**config.mk**
```make
export PLATFORM = sky130hd
export DESIGN_NAME = uart_rx_fifo
export DESIGN_NICKNAME = d
export VERILOG_FILES = /design/src/rtl/uart_rx_fifo.sv
export SDC_FILE = /design/constraint.sdc
export NUM_CORES = 1
export LEC_CHECK = 0
export ABC_AREA = 1
export CELL_PAD_IN_SITES_DETAIL_PLACEMENT = 0
export CELL_PAD_IN_SITES_GLOBAL_PLACEMENT = 2
export CORE_MARGIN = 3
export CORE_UTILIZATION = 44
export CTS_CLUSTER_SIZE = 24
export DETAILED_ROUTE_END_ITERATION = 10
export PLACE_DENSITY_LB_ADDON = 0.1
export SLEW_MARGIN = 20
export SYNTH_ARGS = -nofsm -noshare
export SYNTH_HDL_FRONTEND = slang
export SYNTH_SLANG_ARGS = --single-unit
```
**constraint.sdc**
```tcl
create_clock -name clk -period 4.6 [get_ports clk]
set_clock_uncertainty 0.15 [all_clocks]
set_input_delay 1.15 -clock clk [delete_from_list [all_inputs] [get_ports clk]]
set_output_delay 1.15 -clock clk [all_outputs]
set_load 0.02 [all_outputs]
```
**src/rtl/uart_rx_fifo.sv**
```systemverilog
// 8N1 UART receiver with a two-flop input synchroniser, feeding a small
// circular FIFO that the CSR block drains one byte per read strobe.
module uart_rx_fifo #(
  parameter int CLOCK_RATE = 24_000_000,
  parameter int BAUD_RATE  = 115200,
  parameter int FIFO_AW    = 4
) (
  input  logic               clk,
  input  logic               rst,
  input  logic               rx,
  input  logic               rd,
  input  logic               clear_err,
  output logic [7:0]         rdata,
  output logic               valid,
  output logic [FIFO_AW:0]   count,
  output logic               overrun,
  output logic               frame_err
);

  localparam int DATA_W  = 8;
  localparam int DIVISOR = CLOCK_RATE / BAUD_RATE;
  localparam int TW      = $clog2(DIVISOR);
  localparam int DEPTH   = 2 ** FIFO_AW;
  localparam logic [TW-1:0]    T_HALF = TW'(DIVISOR / 2 - 1);
  localparam logic [TW-1:0]    T_FULL = TW'(DIVISOR - 1);
  localparam logic [FIFO_AW:0] CNT_FULL = (FIFO_AW + 1)'(DEPTH);
  localparam logic [FIFO_AW:0] CNT_ONE  = (FIFO_AW + 1)'(1);

  typedef enum logic [2:0] {
    ST_IDLE, ST_START, ST_DATA, ST_STOP, ST_BREAK
  } state_t;

  // Stage p0/p1: synchroniser, idles high so reset never looks like a start bit
  logic rx_p0, rx_p1, rx_s;

  always_ff @(posedge clk or posedge rst) begin
    if (rst) begin
      rx_p0 <= 1'b1;
      rx_p1 <= 1'b1;
    end else begin
      rx_p0 <= rx;
      rx_p1 <= rx_p0;
    end
  end

  assign rx_s = rx_p1;

  state_t              state, state_n;
  logic [TW-1:0]       timer, timer_n;
  logic [2:0]          bit_idx, bit_idx_n;
  logic [DATA_W-1:0]   shreg, shreg_n;
  logic                push, fe_set;

  always_ff @(posedge clk or posedge rst) begin
    if (rst) begin
      state   <= ST_IDLE;
      timer   <= '0;
      bit_idx <= '0;
    end else begin
      state   <= state_n;
      timer   <= timer_n;
      bit_idx <= bit_idx_n;
    end
  end

  always_ff @(posedge clk) begin
    shreg <= shreg_n;
  end

  always_comb begin
    state_n   = state;
    timer_n   = timer;
    bit_idx_n = bit_idx;
    shreg_n   = shreg;
    push      = 1'b0;
    fe_set    = 1'b0;
    case (state)
      ST_IDLE: begin
        if (!rx_s) begin
          timer_n = T_HALF;
          state_n = ST_START;
        end
      end
      ST_START: begin
        if (timer == '0) begin
          if (!rx_s) begin
            timer_n   = T_FULL;
            bit_idx_n = '0;
            state_n   = ST_DATA;
          end else begin
            state_n = ST_IDLE;
          end
        end else begin
          timer_n = timer - TW'(1);
        end
      end
      ST_DATA: begin
        if (timer == '0) begin
          shreg_n   = {rx_s, shreg[DATA_W-1:1]};
          timer_n   = T_FULL;
          bit_idx_n = bit_idx + 3'd1;
          if (bit_idx == 3'd7) state_n = ST_STOP;
        end else begin
          timer_n = timer - TW'(1);
        end
      end
      ST_STOP: begin
        if (timer == '0) begin
          if (rx_s) begin
            push    = 1'b1;
            state_n = ST_IDLE;
          end else begin
            fe_set  = 1'b1;
            state_n = ST_BREAK;
          end
        end else begin
          timer_n = timer - TW'(1);
        end
      end
      ST_BREAK: begin
        if (rx_s) state_n = ST_IDLE;
      end
      default: state_n = ST_IDLE;
    endcase
  end

  // FIFO: a push into a full FIFO is only accepted when a pop frees the slot
  logic [DATA_W-1:0]  mem [DEPTH];
  logic [FIFO_AW-1:0] wptr, rptr, rptr_nx;
  logic               pop, full, wr_en, ovr_set;

  assign valid   = (count != '0);
  assign full    = (count == CNT_FULL);
  assign pop     = rd & valid;
  assign wr_en   = push & (~full | pop);
  assign ovr_set = push & full & ~pop;
  assign rptr_nx = rptr + 1'b1;

  always_ff @(posedge clk) begin
    if (wr_en) mem[wptr] <= shreg;
  end

  always_ff @(posedge clk or posedge rst) begin
    if (rst) begin
      wptr      <= '0;
      rptr      <= '0;
      count     <= '0;
      rdata     <= '0;
      overrun   <= 1'b0;
      frame_err <= 1'b0;
    end else begin
      if (wr_en) wptr <= wptr + 1'b1;
      if (pop)   rptr <= rptr_nx;
      case ({wr_en, pop})
        2'b10:   count <= count + CNT_ONE;
        2'b01:   count <= count - CNT_ONE;
        default: count <= count;
      endcase
      // Head register tracks the entry that will sit at rptr next cycle
      if (pop) begin
        if (count == CNT_ONE) begin
          if (wr_en) rdata <= shreg;
        end else begin
          rdata <= mem[rptr_nx];
        end
      end else if (wr_en && count == '0) begin
        rdata <= shreg;
      end
      if (ovr_set)        overrun <= 1'b1;
      else if (clear_err) overrun <= 1'b0;
      if (fe_set)         frame_err <= 1'b1;
      else if (clear_err) frame_err <= 1'b0;
    end
  end

endmodule

```
==> metrics.txt <==
# TYPE chip_impl_metric gauge
chip_impl_metric{name="layout.cell_area.non_filler",unit="mm^2"} 0.00899
chip_impl_metric{name="clock_path_buffers",unit=""} 2
chip_impl_metric{name="total_switching_power",unit="mW"} 2.08
chip_impl_metric{name="vdd_drop_max",unit="V"} 0.000359
chip_impl_metric{name="p_clk_frac",unit=""} 0.255
chip_impl_metric{name="worst-slew-pin-transition",unit="ns"} 1.02
chip_impl_info{name="worstReg2RegStart",value="rptr[0]"} 1
chip_impl_metric{name="powerDensity",unit="mW/mm^2"} 582
chip_impl_metric{name="die-width",unit="um"} 141
chip_impl_metric{name="antenna_found_initial",unit=""} 0
chip_impl_metric{name="leakage",unit="nW"} 3.88
chip_impl_metric{name="placedInstanceArea",unit="mm^2"} 0.00844
chip_impl_info{name="clock-root-buffer",value="clkbuf_16"} 1
chip_impl_metric{name="floorplan.io_pins",unit=""} 21
chip_impl_metric{name="detailedRoute.firstIterationViolations",unit=""} 470
chip_impl_info{name="hp-class",value="reg -> reg"} 1
chip_impl_info{name="setup.worst_path.start_class",value="register"} 1
chip_impl_metric{name="die_area",unit="mm^2"} 0.0200
chip_impl_info{name="cts_tree",value="yes"} 1
chip_impl_metric{name="synth.yosys.seq_area_share",unit=""} 0.629
chip_impl_metric{name="multi_input_comb_area",unit="mm^2"} 0.00237
chip_impl_metric{name="grt.overflow.total",unit=""} 0
chip_impl_metric{name="globalplace.congestion",unit=""} 0.799
chip_impl_metric{name="tritoncts.num_buffers",unit=""} 17
chip_impl_metric{name="worstPathRequired",unit="ns"} 3.30
chip_impl_metric{name="timing.max_slew.rel_slack",unit=""} 0.314
chip_impl_metric{name="simple_logic_cell_fraction_of_the_synthesized_area",unit=""} 0.219
chip_impl_metric{name="final_core_utilization",unit=""} 0.511
chip_impl_info{name="ys.flop_type",value="edfxtp_1"} 1
chip_impl_metric{name="synth-edff-count",unit=""} 136
chip_impl_metric{name="setup_violations",unit=""} 0
chip_impl_info{name="most_used_standard_cells_in_the_synthesized_netlist",value="216 x nand2_1, 136 x edfxtp_1, 128 x inv_1, 109 x nand3_1, 49 x nor2_1"} 1
chip_impl_metric{name="synth.ff_latch_count",unit=""} 175
chip_impl_info{name="synth_top_family_by_area",value="simple AND/OR/NAND/NOR gates"} 1
chip_impl_metric{name="layout-drive-gt1-share",unit=""} 0.0772
chip_impl_metric{name="post_cts_hold_buffer_count",unit=""} 0
chip_impl_metric{name="fin_crit_sh",unit=""} 0.724
chip_impl_info{name="grt_setup_unrepaired",value="no"} 1
chip_impl_metric{name="finalHoldViolations",unit=""} 0
chip_impl_metric{name="seqCellArea",unit="mm^2"} 0.00506
chip_impl_metric{name="initial_core_util",unit=""} 0.457
chip_impl_metric{name="synth_mux_area_frac",unit=""} 0
chip_impl_info{name="outcome",value="finished, final reports clean"} 1
chip_impl_metric{name="maxCapViolCount",unit=""} 0
chip_impl_metric{name="syn_inst",unit=""} 811
chip_impl_metric{name="hold_ws",unit="ns"} 0.212
chip_impl_metric{name="vias",unit=""} 5427
chip_impl_info{name="cpMaxStageDelayCell",value="clkdlybuf4s50_1"} 1
chip_impl_info{name="hold_path_startpoint",value="rx_p0"} 1
chip_impl_info{name="timing.setup.critical_path_class",value="reg -> out"} 1
chip_impl_metric{name="synth_compound_area_frac",unit=""} 0.0339
chip_impl_metric{name="synth-warning-count",unit=""} 0
chip_impl_metric{name="max_clock_freq",unit="GHz"} 0.300
chip_impl_metric{name="fin_tns_setup",unit="ns"} 0
chip_impl_metric{name="power.share.sequential",unit=""} 0.352
chip_impl_info{name="synthDominantAreaCellType",value="edfxtp_1"} 1
chip_impl_metric{name="syn-mean-instance-area",unit="um^2"} 9.93
chip_impl_metric{name="fp.coreArea",unit="mm^2"} 0.0176
chip_impl_metric{name="synth.distinct_cells",unit=""} 34
chip_impl_metric{name="cts_resized",unit=""} 0
chip_impl_metric{name="internal_power",unit="mW"} 3.15
chip_impl_info{name="critPathLaunch",value="count[0]"} 1
chip_impl_metric{name="cts.repair_timing.setup_buffer_count",unit=""} 0
chip_impl_info{name="path_cells",value="inv_1 -> ha_1 -> nand3_2 -> clkdlybuf4s50_1"} 1
chip_impl_metric{name="avgViaCountPerCell",unit=""} 5.09
chip_impl_metric{name="instances_no_fill",unit=""} 1067
chip_impl_metric{name="finalCriticalPeriod",unit="ns"} 3.33
chip_impl_metric{name="groute.usage.overall",unit=""} 0.200
chip_impl_metric{name="detail_route.first_pass.iterations",unit=""} 5
chip_impl_metric{name="cts.sink_count",unit=""} 175
chip_impl_metric{name="synth_nets",unit=""} 828
chip_impl_metric{name="grt_max_degree",unit=""} 66
chip_impl_info{name="end_kind",value="primary output"} 1
chip_impl_metric{name="fp-row-count",unit=""} 48
chip_impl_metric{name="die_height",unit="um"} 141
chip_impl_metric{name="synth_top_area_share",unit=""} 0.507
chip_impl_info{name="post_synth_main_area_contributors",value="edfxtp_1 51%, dfrtp_1 12%, nand2_1 10%, nand3_1 6.8%, inv_1 6.0%"} 1
chip_impl_metric{name="maxSlewViolCount",unit=""} 0
chip_impl_metric{name="first_pass_grt_wire_length",unit="mm"} 30.0
chip_impl_metric{name="io_buffers",unit=""} 20
chip_impl_metric{name="n_antenna_cell",unit=""} 0
chip_impl_metric{name="async_flop_share",unit=""} 0.223
chip_impl_metric{name="number_of_global_route_vias_before_repair",unit=""} 5349
chip_impl_metric{name="syn_area",unit="mm^2"} 0.00805
chip_impl_metric{name="timing.critical_path.slowest_cell_delay",unit="ns"} 0.62
chip_impl_metric{name="clk_pin_slew_worst_paths",unit="ns"} 0.07
chip_impl_metric{name="critPathMaxFanout",unit=""} 6
chip_impl_metric{name="dp.final_hpwl",unit="mm"} 12.5
chip_impl_metric{name="postRouteAntennaNets",unit=""} 0
chip_impl_metric{name="combPwrFrac",unit=""} 0.393
chip_impl_metric{name="routed_wirelength",unit="mm"} 19.1
chip_impl_metric{name="drcViolationCount",unit=""} 0
chip_impl_metric{name="post_synth_xor_area_fraction",unit=""} 0.0222
chip_impl_metric{name="insertion_delay",unit="ns"} 0.42
chip_impl_metric{name="num-fill-cells",unit=""} 1610
chip_impl_metric{name="wl_per_cell",unit="um"} 17.9
chip_impl_metric{name="worstPathArrival",unit="ns"} 2.03
chip_impl_metric{name="clock_tree.htree_level_count",unit=""} 4
chip_impl_metric{name="layout.nets",unit=""} 846
chip_impl_metric{name="synth_fa_ha_area_frac",unit=""} 0.0187
chip_impl_metric{name="place.detailed.instances",unit=""} 1035
chip_impl_metric{name="switching_share",unit=""} 0.398
chip_impl_info{name="synth_most_common_cell",value="nand2_1"} 1
chip_impl_metric{name="area_delta_synth_final",unit="%"} 11.6
[kinds of logic (layout without fill, tap and decap cells)]
logic type,count (synthesis),after routing
fa+ha+maj,12,12
buf+inv,156,187
flops,175,175
xor+xnor,17,17
compound gates,53,53
simple gates,398,398
[per-layer routing]
layer  wire (um)  up-vias  GRT usage
met4         354        0     0.0541
met5           0        -          0
met2        9330      143      0.329
met3         973       25     0.0411
met1        8410     2604      0.273
li1            -     2655          -
[per-stage QoR]
step                power [mW]  worst slack, ns
floorplan                 3.27             1.95
global placement          3.91             1.16
detailed placement        3.92             1.08
CTS                       5.26             1.24
global route              5.56             1.02
finish                    5.23             1.27
[flip-flops by register name, indices dropped and copies added (netlist names), 3 cells and up]
signal	count
bit_idx	3
count	5
mem	128
rdata	8
rptr	4
shreg	8
state	3
timer	8
wptr	4
[critical path, delay by kind of cell, from the launching register on]
kind,cells,cell delay [ns]
flops,1,0.49
buf+inv,2,0.74
simple gates,1,0.12
fa+ha+maj,1,0.25
[power by group through the flow]
stage / sequential [mW] / combinational, mW / clock, mW
after floorplan: 1.92 / 1.35 / 0
after global placement: 1.87 / 2.04 / 0
after detailed placement: 1.88 / 2.05 / 0
after CTS: 1.84 / 2.06 / 1.36
after global routing: 1.86 / 2.27 / 1.43
final: 1.84 / 2.06 / 1.33
[final timing paths]
path,end,slack (ns),cells past startpoint
setup / recovery,valid,1.27,4
hold / removal,rx_p1,0.21,0
setup reg to reg,rdata[5],1.30,9
hold reg to reg,rx_p1,0.21,0
max in group asynchronous,rx_p0,2.37,3
min in group asynchronous,overrun,1.08,2
[layout by cell type (no fill, tap or decap), drive strengths merged]
cell type	n
inv	134
o21ai	33
nand2	224
o2111ai	1
nor2	58
xnor2	4
dfstp	2
clkbuf	21
ha	12
o21a	1
edfxtp	136
buf	3
clkdlybuf4s50	20
nand4	2
xor2	13
nor3	2
clkinvlp	1
a21oi	17
o22ai	1
nand3	112
clkinv	8
dfrtp	37
[final cells by class]
class,count,share of cell area
repair buffers,23,0.0248
clock inverters,11,0.00877
multi-input cells,480,0.263
flip-flops and latches,175,0.563
inverters,132,0.0558
clock buffers,21,0.0525
well taps,225,0.0313
Note: power is estimated with default switching activity, not from simulation.
